### src/rtl/mul_cdb_buffer_pkg.sv
// rtl/mul_cdb_buffer_pkg.sv - shared types and constants for the multiply CDB buffer
package mul_cdb_buffer_pkg;

    localparam int XLEN      = 32;
    localparam int PRF_LEN   = 6;
    localparam int ROB_LEN   = 5;
    localparam int MUL_STAGE = 8;

    typedef enum logic [1:0] {
        ALU_MUL    = 2'd0,
        ALU_MULH   = 2'd1,
        ALU_MULHSU = 2'd2,
        ALU_MULHU  = 2'd3
    } ALU_FUNC;

    typedef struct packed {
        logic               valid;
        ALU_FUNC            func;
        logic               neg;
        logic [PRF_LEN-1:0] prf_idx;
        logic [ROB_LEN-1:0] rob_idx;
        logic [XLEN-1:0]    PC;
    } MUL_TAG_PACKET;

    typedef struct packed {
        logic [XLEN-1:0]    value;
        logic [PRF_LEN-1:0] prf_idx;
        logic [ROB_LEN-1:0] rob_idx;
        logic [XLEN-1:0]    PC;
    } CDB_PACKET;

    // The multiplier only sees magnitudes; the sign is restored on the full
    // double-width product before the low or high half is selected.
    function automatic logic [XLEN-1:0] form_result(input ALU_FUNC f, input logic neg,
                                                    input logic [2*XLEN-1:0] prod);
        logic [2*XLEN-1:0] p;
        p = neg ? (~prod + {{(2*XLEN-1){1'b0}}, 1'b1}) : prod;
        if (f == ALU_MUL) return p[XLEN-1:0];
        return p[2*XLEN-1:XLEN];
    endfunction

endpackage

### src/rtl/mul_cdb_buffer_if.sv
// rtl/mul_cdb_buffer_if.sv - issue, multiplier and CDB signal bundle
interface mul_cdb_buffer_if;
    import mul_cdb_buffer_pkg::*;

    logic               squash;
    logic               issue_valid;
    ALU_FUNC            issue_func;
    logic               issue_neg;
    logic [PRF_LEN-1:0] issue_prf_idx;
    logic [ROB_LEN-1:0] issue_rob_idx;
    logic [XLEN-1:0]    issue_PC;
    logic               issue_ready;
    logic               mul_done;
    logic [2*XLEN-1:0]  mul_product;
    logic               cdb_valid;
    logic [XLEN-1:0]    cdb_value;
    logic [PRF_LEN-1:0] cdb_prf_idx;
    logic [ROB_LEN-1:0] cdb_rob_idx;
    logic [XLEN-1:0]    cdb_PC;
    logic               cdb_grant;

    modport master (
        output squash, issue_valid, issue_func, issue_neg, issue_prf_idx, issue_rob_idx,
               issue_PC, mul_done, mul_product, cdb_grant,
        input  issue_ready, cdb_valid, cdb_value, cdb_prf_idx, cdb_rob_idx, cdb_PC
    );

    modport slave (
        input  squash, issue_valid, issue_func, issue_neg, issue_prf_idx, issue_rob_idx,
               issue_PC, mul_done, mul_product, cdb_grant,
        output issue_ready, cdb_valid, cdb_value, cdb_prf_idx, cdb_rob_idx, cdb_PC
    );

endinterface

### src/rtl/mul_cdb_buffer_result_fifo.sv
// rtl/mul_cdb_buffer_result_fifo.sv - circular queue of finished multiply results
module mul_result_fifo
    import mul_cdb_buffer_pkg::*;
#(
    parameter int DEPTH = 4
) (
    input  logic                       i_clock,
    input  logic                       i_reset,
    input  logic                       i_squash,
    input  logic                       i_push,
    input  CDB_PACKET                  i_push_data,
    input  logic                       i_pop,
    output logic [$clog2(DEPTH+1)-1:0] o_count,
    output logic                       o_head_valid,
    output CDB_PACKET                  o_head_data
);

    localparam int PW = $clog2(DEPTH);
    localparam int CW = $clog2(DEPTH+1);

    CDB_PACKET       r_mem [DEPTH];
    logic [PW-1:0]   r_head;
    logic [PW-1:0]   r_tail;
    logic [CW-1:0]   r_count;
    logic            w_pop;
    logic            w_kill;

    assign w_kill       = i_reset | i_squash;
    assign w_pop        = i_pop & (r_count != '0);
    assign o_count      = r_count;
    assign o_head_valid = (r_count != '0);
    assign o_head_data  = r_mem[r_head];

    // Pointers and occupancy; DEPTH is a power of two so pointers wrap naturally.
    always_ff @(posedge i_clock) begin
        if (w_kill) begin
            r_head  <= '0;
            r_tail  <= '0;
            r_count <= '0;
        end else begin
            if (i_push) r_tail <= r_tail + 1'b1;
            if (w_pop)  r_head <= r_head + 1'b1;
            case ({i_push, w_pop})
                2'b10:   r_count <= r_count + 1'b1;
                2'b01:   r_count <= r_count - 1'b1;
                default: r_count <= r_count;
            endcase
        end
    end

    // Entry storage needs no reset; occupancy decides what is valid.
    always_ff @(posedge i_clock) begin
        if (!w_kill && i_push) r_mem[r_tail] <= i_push_data;
    end

    // Overflow is only possible if the issuer ignored the credit signal.
    always_ff @(posedge i_clock) begin
        if (!w_kill) assert (!(i_push && !w_pop && r_count == CW'(DEPTH)));
    end

endmodule

### src/rtl/mul_cdb_buffer.sv
// rtl/mul_cdb_buffer.sv - tag delay line, result formation and credit for the multiplier
module mul_cdb_buffer
    import mul_cdb_buffer_pkg::*;
#(
    parameter int STAGE = MUL_STAGE,
    parameter int DEPTH = 4
) (
    input  logic              clock,
    input  logic              reset,
    mul_cdb_buffer_if.slave   bus
);

    localparam int CW = $clog2(DEPTH+1);
    localparam int IW = $clog2(STAGE+1);

    MUL_TAG_PACKET  r_pipe [STAGE];
    MUL_TAG_PACKET  w_tail;
    CDB_PACKET      w_push_data;
    CDB_PACKET      w_head_data;
    logic           w_push;
    logic           w_pop;
    logic           w_head_valid;
    logic [CW-1:0]  w_count;
    logic [IW-1:0]  w_inflight;

    assign w_tail = r_pipe[STAGE-1];
    assign w_push = w_tail.valid & bus.mul_done & ~bus.squash;
    assign w_pop  = w_head_valid & bus.cdb_grant;

    // Tag delay line matched to the multiplier latency; it never stalls.
    always_ff @(posedge clock) begin
        if (reset || bus.squash) begin
            for (int i = 0; i < STAGE; i++) r_pipe[i] <= '0;
        end else begin
            r_pipe[0] <= '{valid:   bus.issue_valid,
                           func:    bus.issue_func,
                           neg:     bus.issue_neg,
                           prf_idx: bus.issue_prf_idx,
                           rob_idx: bus.issue_rob_idx,
                           PC:      bus.issue_PC};
            for (int i = 1; i < STAGE; i++) r_pipe[i] <= r_pipe[i-1];
        end
    end

    // Count of multiplies still inside the multiplier, for the credit check.
    always_comb begin
        w_inflight = '0;
        for (int i = 0; i < STAGE; i++) w_inflight = w_inflight + IW'(r_pipe[i].valid);
    end

    // Pair the tail tags with the raw product and build the queue entry.
    always_comb begin
        w_push_data         = '0;
        w_push_data.value   = form_result(w_tail.func, w_tail.neg, bus.mul_product);
        w_push_data.prf_idx = w_tail.prf_idx;
        w_push_data.rob_idx = w_tail.rob_idx;
        w_push_data.PC      = w_tail.PC;
    end

    mul_result_fifo #(.DEPTH(DEPTH)) u_fifo (
        .i_clock      (clock),
        .i_reset      (reset),
        .i_squash     (bus.squash),
        .i_push       (w_push),
        .i_push_data  (w_push_data),
        .i_pop        (w_pop),
        .o_count      (w_count),
        .o_head_valid (w_head_valid),
        .o_head_data  (w_head_data)
    );

    // A same-cycle pop is not credited, so every in-flight op already owns a slot.
    assign bus.issue_ready = (int'(w_count) + int'(w_inflight)) < DEPTH;
    assign bus.cdb_valid   = w_head_valid;
    assign bus.cdb_value   = w_head_data.value;
    assign bus.cdb_prf_idx = w_head_data.prf_idx;
    assign bus.cdb_rob_idx = w_head_data.rob_idx;
    assign bus.cdb_PC      = w_head_data.PC;

    // Protocol checks: tags and products must stay aligned, issuer must honor credit.
    always_ff @(posedge clock) begin
        if (!reset && !bus.squash) begin
            assert (!(w_tail.valid && !bus.mul_done));
            assert (!(bus.issue_valid && !bus.issue_ready));
        end
    end

endmodule

### src/flat_wrapper.sv
// flat-port wrapper written by rule: the top's interface ports become plain ports
module mul_cdb_buffer_flat import mul_cdb_buffer_pkg::*;
#(
    parameter int STAGE = MUL_STAGE,
    parameter int DEPTH = 4
)
  (clock, reset, bus_squash, bus_issue_valid, bus_issue_func, bus_issue_neg, bus_issue_prf_idx, bus_issue_rob_idx, bus_issue_PC, bus_mul_done, bus_mul_product, bus_cdb_grant, bus_issue_ready, bus_cdb_valid, bus_cdb_value, bus_cdb_prf_idx, bus_cdb_rob_idx, bus_cdb_PC);
  mul_cdb_buffer_if bus_i ();
  input  logic clock;
  input  logic reset;
  input wire logic [$bits(bus_i.squash)-1:0] bus_squash;
  input wire logic [$bits(bus_i.issue_valid)-1:0] bus_issue_valid;
  input wire logic [$bits(bus_i.issue_func)-1:0] bus_issue_func;
  input wire logic [$bits(bus_i.issue_neg)-1:0] bus_issue_neg;
  input wire logic [$bits(bus_i.issue_prf_idx)-1:0] bus_issue_prf_idx;
  input wire logic [$bits(bus_i.issue_rob_idx)-1:0] bus_issue_rob_idx;
  input wire logic [$bits(bus_i.issue_PC)-1:0] bus_issue_PC;
  input wire logic [$bits(bus_i.mul_done)-1:0] bus_mul_done;
  input wire logic [$bits(bus_i.mul_product)-1:0] bus_mul_product;
  input wire logic [$bits(bus_i.cdb_grant)-1:0] bus_cdb_grant;
  output wire logic [$bits(bus_i.issue_ready)-1:0] bus_issue_ready;
  output wire logic [$bits(bus_i.cdb_valid)-1:0] bus_cdb_valid;
  output wire logic [$bits(bus_i.cdb_value)-1:0] bus_cdb_value;
  output wire logic [$bits(bus_i.cdb_prf_idx)-1:0] bus_cdb_prf_idx;
  output wire logic [$bits(bus_i.cdb_rob_idx)-1:0] bus_cdb_rob_idx;
  output wire logic [$bits(bus_i.cdb_PC)-1:0] bus_cdb_PC;
  assign bus_i.squash = bus_squash;
  assign bus_i.issue_valid = bus_issue_valid;
  assign bus_i.issue_func = bus_issue_func;
  assign bus_i.issue_neg = bus_issue_neg;
  assign bus_i.issue_prf_idx = bus_issue_prf_idx;
  assign bus_i.issue_rob_idx = bus_issue_rob_idx;
  assign bus_i.issue_PC = bus_issue_PC;
  assign bus_i.mul_done = bus_mul_done;
  assign bus_i.mul_product = bus_mul_product;
  assign bus_i.cdb_grant = bus_cdb_grant;
  assign bus_issue_ready = bus_i.issue_ready;
  assign bus_cdb_valid = bus_i.cdb_valid;
  assign bus_cdb_value = bus_i.cdb_value;
  assign bus_cdb_prf_idx = bus_i.cdb_prf_idx;
  assign bus_cdb_rob_idx = bus_i.cdb_rob_idx;
  assign bus_cdb_PC = bus_i.cdb_PC;
  mul_cdb_buffer #(.STAGE(STAGE), .DEPTH(DEPTH)) u_core (.clock(clock), .reset(reset), .bus(bus_i));
endmodule
### config.mk
export PLATFORM = sky130hd
export DESIGN_NAME = mul_cdb_buffer_flat
export DESIGN_NICKNAME = d
export VERILOG_FILES = /design/src/rtl/mul_cdb_buffer_pkg.sv /design/src/rtl/mul_cdb_buffer_if.sv /design/src/rtl/mul_cdb_buffer_result_fifo.sv /design/src/rtl/mul_cdb_buffer.sv /design/src/flat_wrapper.sv
export SDC_FILE = /design/constraint.sdc
export NUM_CORES = 1
export LEC_CHECK = 0
export ABC_AREA = 1
export CAP_MARGIN = 20
export CORE_MARGIN = 2
export CORE_UTILIZATION = 50
export DETAILED_ROUTE_END_ITERATION = 7
export HOLD_SLACK_MARGIN = 0.02
export PLACE_DENSITY = 0.72
export RECOVER_POWER = 100
export SLEW_MARGIN = 5
export SYNTH_ARGS = -nofsm -noshare
export SYNTH_HDL_FRONTEND = slang
export SYNTH_HIERARCHICAL = 1
export SYNTH_SLANG_ARGS = --single-unit
### constraint.sdc
create_clock -name clock -period 8.5 [get_ports clock]
set_clock_uncertainty 0.15 [all_clocks]
set_input_delay 1.7 -clock clock [delete_from_list [all_inputs] [get_ports clock]]
set_output_delay 1.7 -clock clock [all_outputs]
set_load 0.01 [all_outputs]
Word level (Yosys, flattened, before mapping)
Memories as Yosys holds them, arrays and structs flattened. A register that Yosys moved wholly into a read port is not among the register bits.
Index checks and enable logic that the tools add are counted.

storage, ports and cells
  output and inout port bits = 77
  memories = 2
  memory bits (writable) = 676
  register bits after elaboration = 7

memories
  memory               depth  bits a word  rd ports  clocked after Yosys merged registers in  write ports  line                              RTL
  u_core.r_pipe        8      47           8         0                                        8            mul_cdb_buffer.sv:16              MUL_TAG_PACKET r_pipe [STAGE];
  u_core.u_fifo.r_mem  4      75           1         1                                        1            mul_cdb_buffer_result_fifo.sv:21  CDB_PACKET r_mem [DEPTH];

operators by class
  $lt $le $gt $ge = 1
  add/subtract/negate cells = 13
  reduce and logical (&&, ||, !) cells = 6
  equal/unequal tests = 2
  muxes and demuxes = 20
  bitwise gates (word level) = 15

operator list
  cell                                                                    number
  47-bit 2-to-1 mux                                                       8
  64-bit by 1-bit adder with 64-bit output (second input constant)        1
  32-bit 2-to-1 mux                                                       2
  64-bit 2-to-1 mux                                                       1
  64-bit NOT                                                              1
  32-bit by 4-bit < comparator with 1-bit output (second input constant)  1
  4-bit by 1-bit adder with 4-bit output                                  6
  1-bit OR                                                                9
  1-bit 2-to-1 mux                                                        6
  3-bit case mux with 2 select lines                                      1
  3-bit by 4-bit adder with 5-bit output                                  1
  2-bit by 1-bit adder with 2-bit output (second input constant)          2
  1-bit bitwise AND                                                       4
  2-bit 2-to-1 mux                                                        2
  3-bit by 1-bit adder with 3-bit output (second input constant)          1
  3-bit nonzero test                                                      1
  3-bit by 1-bit subtractor with 3-bit output (second input constant)     1
  1-bit by 1-bit adder with 2-bit output                                  1
  2-bit by 1-bit equality test with 1-bit output (second input constant)  1
  2-bit equality test (second input constant)                             1
  2-bit zero test                                                         1
  2-bit nonzero test                                                      1
  1-bit logical AND                                                       1
  1-bit zero test                                                         1
  2 further kinds                                                         2

Depth between registers and ports, before layout
Gate-level depths: netlist (run 1).
An unclocked memory read counts as a cell.

  word-level depth = 10
  depth in mapped cells = 15

Hierarchy
Netlist (run 1), hierarchy kept.

modules (own cells, without submodules)
  module           sequential area each (um2)  area an instance (um2)  instances  cells each
  mul_cdb_buffer   7527.2                      13366.6                 1          1790
  mul_result_fifo  9188.8                      12268.0                 1          792

Least setup slack after synthesis (run 1)
No wires, ideal clock.

  path kind = input to register
  start point = input port bus_squash
  end point = memory u_core/u_fifo/r_mem[0][0] in the netlist's numbering, enable pin
  slack = 2.571 ns
  path buffers = 0
  data arrival time = 5.270 ns
  cell stages on the path = 3
  required time = 7.841 ns
  cell sequence = nor2_1 > nand2_1 > nor2_1

between the ends
  cells in the longest elaborated chain, start to end = 5
  elaborated cells between the ends (all ways) = 7

ends and longest elaborated chain
  what                                                         line                                                    RTL
  start, declared                                              flat_wrapper.sv:11                                      input wire logic [$bits(bus_i.squash)-1:0] bus_squash;
  1-bit OR / 1-bit NOT (equally long branches)                 mul_cdb_buffer_result_fifo.sv:28, mul_cdb_buffer.sv:27
  1-bit zero test / 1-bit bitwise AND (equally long branches)  n/a
  1-bit logical AND (*)                                        mul_cdb_buffer_result_fifo.sv:53                        if (!w_kill && i_push) r_mem[r_tail] <= i_push_data;
  1-bit 2-to-1 mux (*)                                         mul_cdb_buffer_result_fifo.sv:53
  1-bit 2-to-1 mux (implied by the code) (*)                   mul_cdb_buffer_result_fifo.sv:53
  end, declared                                                mul_cdb_buffer_result_fifo.sv:21

Mark *: on every way between the ends. The rest lies on a longest branch, timed or not.

Final worst setup path (run 1)
  start point = input port bus_squash
  end point = memory u_core/u_fifo/r_mem[0][18] in the netlist's numbering, enable pin

The elaborated chain is that of the path after synthesis.

==> results of run 1 <==
-- power by group --
| part | switching (mW) | internal, mW | total (mW) | leakage [nW] |
|---|---|---|---|---|
| Combinational | 0.111 | 0.0720 | 0.183 | 3.79 |
| Sequential | 0.00378 | 3.43 | 3.44 | 5.77 |
| Clock | 1.19 | 1.67 | 2.86 | 1.08 |
-- stage by stage --
stage | power [mW] | util
2_1_floorplan | 3.585 | -
5_1_grt | 6.683 | 0.5965
3_3_place_gp | 3.688 | 0.5552
3_5_place_dp | 3.689 | 0.5552
6_report | 6.475 | 0.5965
4_1_cts | 6.541 | 0.5988
-- registers in the layout, indices dropped and copies added (netlist names), named ones only --
signal and flops:
u_core/u_fifo/r_tail 2, u_core/r_pipe 376, u_core/u_fifo/o_count 3, u_core/u_fifo/r_head 2
u_core/u_fifo/r_mem 300
-- cell usage after synthesis, drive strengths merged, types with 12 or more instances --
master / count
nor2: 670
inv: 456
dfxtp: 385
edfxtp: 300
nand2: 233
o21ai: 192
nand3: 91
o22ai: 75
clkbuf: 63
buf: 42
a21oi: 23
ha: 12
nand4: 12
-- worst max-delay path, stage by stage --
cell           delay [ps]
dlygate4sd3_1         570
nor2_1                420
nand2_1               210
nor2_1                380
clkbuf_1             3260
-- area by class of cell --
type | count | area share
Timing Repair Buffer | 205 | 0.06704
Clock inverter | 26 | 0.009952
Inverter | 457 | 0.05734
Sequential cell | 685 | 0.5565
Tap cell | 672 | 0.02798
Multi-Input combinational cell | 1335 | 0.2181
Clock buffer | 97 | 0.06304
-- logic make-up (layout without fill, tap and decap cells) --
kind of cell    after synthesis  in the layout
compound gates              299            299
xor+xnor                      1              1
fa+ha+maj                    16             16
buf+inv                     562            785
flops                       685            685
simple gates               1019           1019
-- metal layers --
metal  routed length [um]  part of all wire
met1                27370              0.46
met2                27340              0.46
met3                 3167             0.053
met4                 1497             0.025
met5                   29           0.00049
-- worst min-delay path by stage --
stage | cells past startpoint | end | startpoint | slack [ps]
global placement | 2 | u_core/r_pipe[0][251]$_SDFF_PP0_ | u_core/r_pipe[0][204]$_SDFF_PP0_ | 240
global route | 2 | u_core/r_pipe[0][153]$_SDFF_PP0_ | u_core/r_pipe[0][106]$_SDFF_PP0_ | 260
CTS | 2 | u_core/r_pipe[0][103]$_SDFF_PP0_ | u_core/r_pipe[0][56]$_SDFF_PP0_ | 240
finish | 2 | u_core/r_pipe[0][160]$_SDFF_PP0_ | u_core/r_pipe[0][113]$_SDFF_PP0_ | 240
detailed placement | 2 | u_core/r_pipe[0][218]$_SDFF_PP0_ | u_core/r_pipe[0][171]$_SDFF_PP0_ | 250
floorplan | 2 | u_core/r_pipe[0][100]$_SDFF_PP0_ | u_core/r_pipe[0][53]$_SDFF_PP0_ | 240
-- layout by cell type, fill, tap and decap left out, types with 19 or more instances in the layout --
| master | n |
|---|---|
| nor2_1 | 612 |
| inv_1 | 455 |
| dfxtp_1 | 382 |
| edfxtp_1 | 300 |
| nand2_1 | 225 |
| o21ai_0 | 166 |
| clkdlybuf4s50_1 | 120 |
| nand3_1 | 90 |
| dlygate4sd3_1 | 72 |
| clkbuf_16 | 68 |
| nor2_4 | 47 |
| o22ai_2 | 40 |
| o22ai_1 | 35 |
| clkbuf_1 | 24 |
| a21oi_1 | 23 |
| o21ai_1 | 19 |
==> reports/results.tsv, run 1 <==
stage	metric	value	unit
status	status	finished with violations	
status	violations	capacitance limit, slew limit	
yosys	yosysWarningCount	6	
floorplan	row_count	82	
global_routing	antenna_found_initial	3	
setup_path	cp.arrival	6700	ps
timing	hold_violations	0	
placement	routabilityCongestion	0.9373	
timing	fin_ws	1716	ps
final_layout	fillers	4160	
power_and_ir_drop	p_leak	10.63	nW
detailed_routing	firstDrtPassIters	7	
setup_path	rr_endpoint	u_core/u_fifo/r_mem[0][18]$_DFFE_PP_	
power_and_ir_drop	cellPowerDensity	215.5	nW/um2
yosys	synthCells	2582	
yosys	netlist.top_cell.by_area	edfxtp_1	
global_routing	met2_usage	0.3633	
floorplan	io_pins	193	
setup_path	cp_data_required_time	8420	ps
min_path	hold_class	flip-flop to flip-flop	
yosys	synthAdderAreaFrac	0.008981	
yosys	syn_nets	2714	
timing	timing.fmax	147.4	MHz
job	max_cap_violations	6	
timing	fin_crit_sh	0.7981	
final_layout	drive_above_1_share	0.08200	
global_routing	grt_util_met3	0.03668	
clocking	cts.path.max_buffers	3	
placement	portBuffers	192	
yosys	synth_compound_area_frac	0.07570	
global_routing	grt_pass1_wl	91450	um
yosys	synth_mux_area_frac	0	
detailed_routing	vias	16800	
power_and_ir_drop	peakVddDrop	0.0001856	V
clocking	clkTransAtPathRegs	60	ps
yosys	synthTopCellsByArea	edfxtp_1, dfxtp_1, nor2_1, inv_1, nand2_1	
global_routing	grtUsageMet1	0.3119	
floorplan	die_area	53100	um2
timing	worst_slew_pin_slew	4665	ps
final_layout	layout.nets	2883	
global_routing	track_usage	0.2252	
floorplan	die_y	230.4	um
detailed_routing	wl	59410	um
clocking	post-cts-setup-buffers	0	
yosys	synth-seq-cells	685	
yosys	async_reset_ff_frac	0	
floorplan	die_w	230.4	um
yosys	yosys.cell_types.count	40	
setup_path	crit_path_end_kind	flip-flop	
timing	setup_viol	0	
clocking	cts_inserted_buffers	67	
yosys	synth_top_family_by_area	simple AND/OR/NAND/NOR gates	
placement	place_ws	3519	ps
final_layout	final_area	30050	um2
global_routing	overflow	0	
yosys	syn-cell-area	25630	um2
clocking	insertion_delay	590	ps
clocking	cts_root_buffer	clkbuf_16	
setup_path	r2r_start	u_core/r_pipe[0][375]$_SDFF_PP0_	
placement	dpl.cell_count	3354	
clocking	clock-sinks	685	
yosys	synthXorXnorAreaFrac	0.0003417	
timing	drv_slew	376	
final_layout	instances_no_fill	3477	
yosys	synth-edff-count	300	
clocking	cts_hold_buf	0	
setup_path	r2r_cells	5	
detailed_routing	drtIter0Drc	1225	
setup_path	cp-start-kind	primary input	
setup_path	worst-path-max-fanout	71	
timing	holdWs	236.7	ps
yosys	synth_ff_type	dfxtp_1	
global_routing	busiest_layer	met2	
timing	rsz0062_at_grt	no	
yosys	seq_area_frac_synth	0.6521	
detailed_routing	wire_per_inst	17.09	um
final_layout	layout.area.seq	16720	um2
setup_path	rrSetupSlack	3280	ps
timing	maxSlewHeadroom	-2.110	
timing	finalSetupTns	0	ps
yosys	synth-simple-area-share	0.1732	
placement	place_area	27970	um2
clocking	cts_htree_levels	3	
final_layout	area_growth	17.22	%
setup_path	path_class	primary input to flip-flop	
detailed_routing	ant_nets	0	
global_routing	grt_pass1_vias	16150	
global_routing	grt_max_degree	266	
final_layout	antennaDiodeCount	0	
floorplan	coreArea	50380	um2
timing	post-route-min-period	6784	ps
yosys	synth_area_per_cell	9.928	um2
clocking	cts_tree	built	
detailed_routing	via_per_inst	4.832	
yosys	synth_top_area_share	0.3514	
detailed_routing	drc_errors	0	
floorplan	start_util	0.5089	
final_layout	multi_input_comb_area	6555	um2
setup_path	cp-endpoint	u_core/u_fifo/r_mem[0][18]$_DFFE_PP_	
placement	hpwl	39810	um
setup_path	crit_start	bus_squash	
clocking	cts_resized	0	
Note: power is estimated with default switching activity, not from simulation.
==> run 2, diff against run 1 <==
- PLACE_DENSITY: 0.72 -> 0.75
- clock period: 8.5 -> 5.9 ns (I/O delays scaled with it)
==> run 2 against run 1 <==
Against the previous run:
- the run still ends with capacitance limit, slew limit left
- critical path depth down 1
- critical path type is now flip-flop to primary output
- non-clock buffer count up 6
- global-route usage up 0.17 points
- first-iteration DRC count down 8.2%
==> reports/results.tsv, run 2 (synthesis results as in run 1) <==
stage	metric	value	unit
timing	drv_slew	160	
floorplan	io_pins	193	
timing	post-route-min-period	5265	ps
setup_path	cp-start-kind	flip-flop	
timing	finalSetupTns	0	ps
clocking	cts_tree	built	
final_layout	regMostFlops	u_core/r_pipe	
clocking	cts_hold_buf	0	
clocking	insertion_delay	600	ps
setup_path	r2r_cells	5	
final_layout	area_growth	17.79	%
job	max_cap_violations	6	
detailed_routing	wl	59600	um
timing	hold_violations	0	
final_layout	antennaDiodeCount	0	
final_layout	layout.nets	2890	
power_and_ir_drop	peakVddDrop	0.0001987	V
setup_path	cp.arrival	3930	ps
timing	rsz0062_at_grt	no	
clocking	clock-sinks	685	
clocking	post-cts-setup-buffers	0	
final_layout	final_area	30200	um2
placement	hpwl	39760	um
timing	setup_viol	0	
global_routing	grt_pass1_vias	16690	
floorplan	row_count	82	
setup_path	cp-endpoint	bus_cdb_value[13]	
placement	routabilityCongestion	0.9304	
clocking	clkTransAtPathRegs	60	ps
clocking	cts_resized	0	
setup_path	r2r_start	u_core/r_pipe[0][375]$_SDFF_PP0_	
final_layout	mostFrequentLayoutCells	nor2_1, inv_1, dfxtp_1	
final_layout	fillers	4145	
detailed_routing	firstDrtPassIters	5	
timing	fin_crit_sh	0.8923	
setup_path	cp_data_required_time	4570	ps
setup_path	worst-path-max-fanout	97	
timing	worst_slew_pin_slew	3857	ps
global_routing	antenna_found_initial	1	
setup_path	crit_path_end_kind	primary output	
placement	place_area	28110	um2
detailed_routing	vias	16930	
min_path	hold_class	flip-flop to flip-flop	
setup_path	rrSetupSlack	1820	ps
detailed_routing	ant_nets	0	
floorplan	die_y	230.4	um
timing	timing.fmax	189.9	MHz
final_layout	final_common_cell	nor2_1	
power_and_ir_drop	p_leak	10.71	nW
timing	maxSlewHeadroom	-1.571	
floorplan	die_area	53100	um2
detailed_routing	drc_errors	0	
global_routing	overflow	0	
clocking	cts_root_buffer	clkbuf_16	
power_and_ir_drop	cellPowerDensity	315.2	nW/um2
clocking	cts.path.max_buffers	3	
floorplan	die_w	230.4	um
floorplan	start_util	0.5089	
clocking	cts_inserted_buffers	68	
status	status	finished with violations	
status	violations	capacitance limit, slew limit	
setup_path	path_class	flip-flop to primary output	
detailed_routing	wire_per_inst	17.11	um
final_layout	largest_reg_flops	376	
global_routing	grt_pass1_wl	92780	um
global_routing	track_usage	0.2269	
setup_path	rr_endpoint	u_core/u_fifo/r_mem[3][21]$_DFFE_PP_	
detailed_routing	drtIter0Drc	1124	
floorplan	coreArea	50380	um2
global_routing	grt_max_degree	141	
detailed_routing	via_per_inst	4.859	
clocking	cts_htree_levels	3	
final_layout	drive_above_1_share	0.08179	
placement	portBuffers	192	
run 2: cell count changes in the layout (fill, tap and decap cells not counted), sizes merged:
cell	previous run	this run
clkbuf	102	92
buf	8	13
clkinvlp	0	4
clkdlybuf4s50	120	125
clkinv	21	24
dlygate4sd3	72	67
inv	459	461
bufinv	3	6
run 2: critical path, cell delays in order (launching register included):
cell,delay [ps]
dfxtp_4,990
clkbuf_2,970
o21ai_0,210
o22ai_1,430
dlygate4sd3_1,680
run 2: worst min-delay path by stage:
stage | cells after the start | startpoint | slack, ps | to
3_5_place_dp | 2 | u_core/r_pipe[0][38]$_SDFF_PP0_ | 250 | u_core/r_pipe[0][85]$_SDFF_PP0_
3_3_place_gp | 2 | u_core/r_pipe[0][325]$_SDFF_PP0_ | 240 | u_core/r_pipe[0][372]$_SDFF_PP0_
6_report | 2 | u_core/r_pipe[0][135]$_SDFF_PP0_ | 250 | u_core/r_pipe[0][182]$_SDFF_PP0_
2_1_floorplan | 2 | u_core/r_pipe[0][53]$_SDFF_PP0_ | 240 | u_core/r_pipe[0][100]$_SDFF_PP0_
4_1_cts | 2 | u_core/r_pipe[0][135]$_SDFF_PP0_ | 240 | u_core/r_pipe[0][182]$_SDFF_PP0_
5_1_grt | 2 | u_core/r_pipe[0][5]$_SDFF_PP0_ | 260 | u_core/r_pipe[0][52]$_SDFF_PP0_
run 2: area by class of cell:
class,instances,area [um2],area share
clock buffers,86,1874,0.06207
clock inverters,38,404.1,0.01338
inverters,457,1723,0.05706
multi-input cells,1335,6510,0.2156
flip-flops and latches,685,16720,0.5538
well taps,672,840.8,0.02785
repair buffers,211,2121,0.07024
run 2: through the flow:
step | setup WS (ps) | utilization | power [mW] | std cells | hold slack [ps]
global route | 407.0 | 0.5994 | 9.845 | 3484 | 260.5
global placement | 1593 | 0.5581 | 5.313 | 3360 | 240.4
CTS | 941.5 | 0.6033 | 9.621 | 3484 | 242.1
finish | 635.3 | 0.5994 | 9.519 | 3484 | 245.5
floorplan | 490.6 | - | 5.165 | 2582 | 243.6
detailed placement | 1570 | 0.5581 | 5.315 | 3360 | 247.0
run 2: power breakdown:
group / leakage [nW] / total [mW] / switching [mW] / internal (mW)
Sequential: 5.77 / 4.95 / 0.00543 / 4.94
Combinational: 3.84 / 0.263 / 0.158 / 0.105
Clock: 1.10 / 4.31 / 1.76 / 2.54
run 2: layer usage:
layer  vias up  share of wire  GRT usage  wire [um]
li1       8446              -          -          -
met1      7959           0.44     0.2974      26420
met2       425           0.48     0.3862      28650
met3        98          0.053    0.03557       3174
met4         0          0.023    0.07399       1355
met5         -              0          0          0
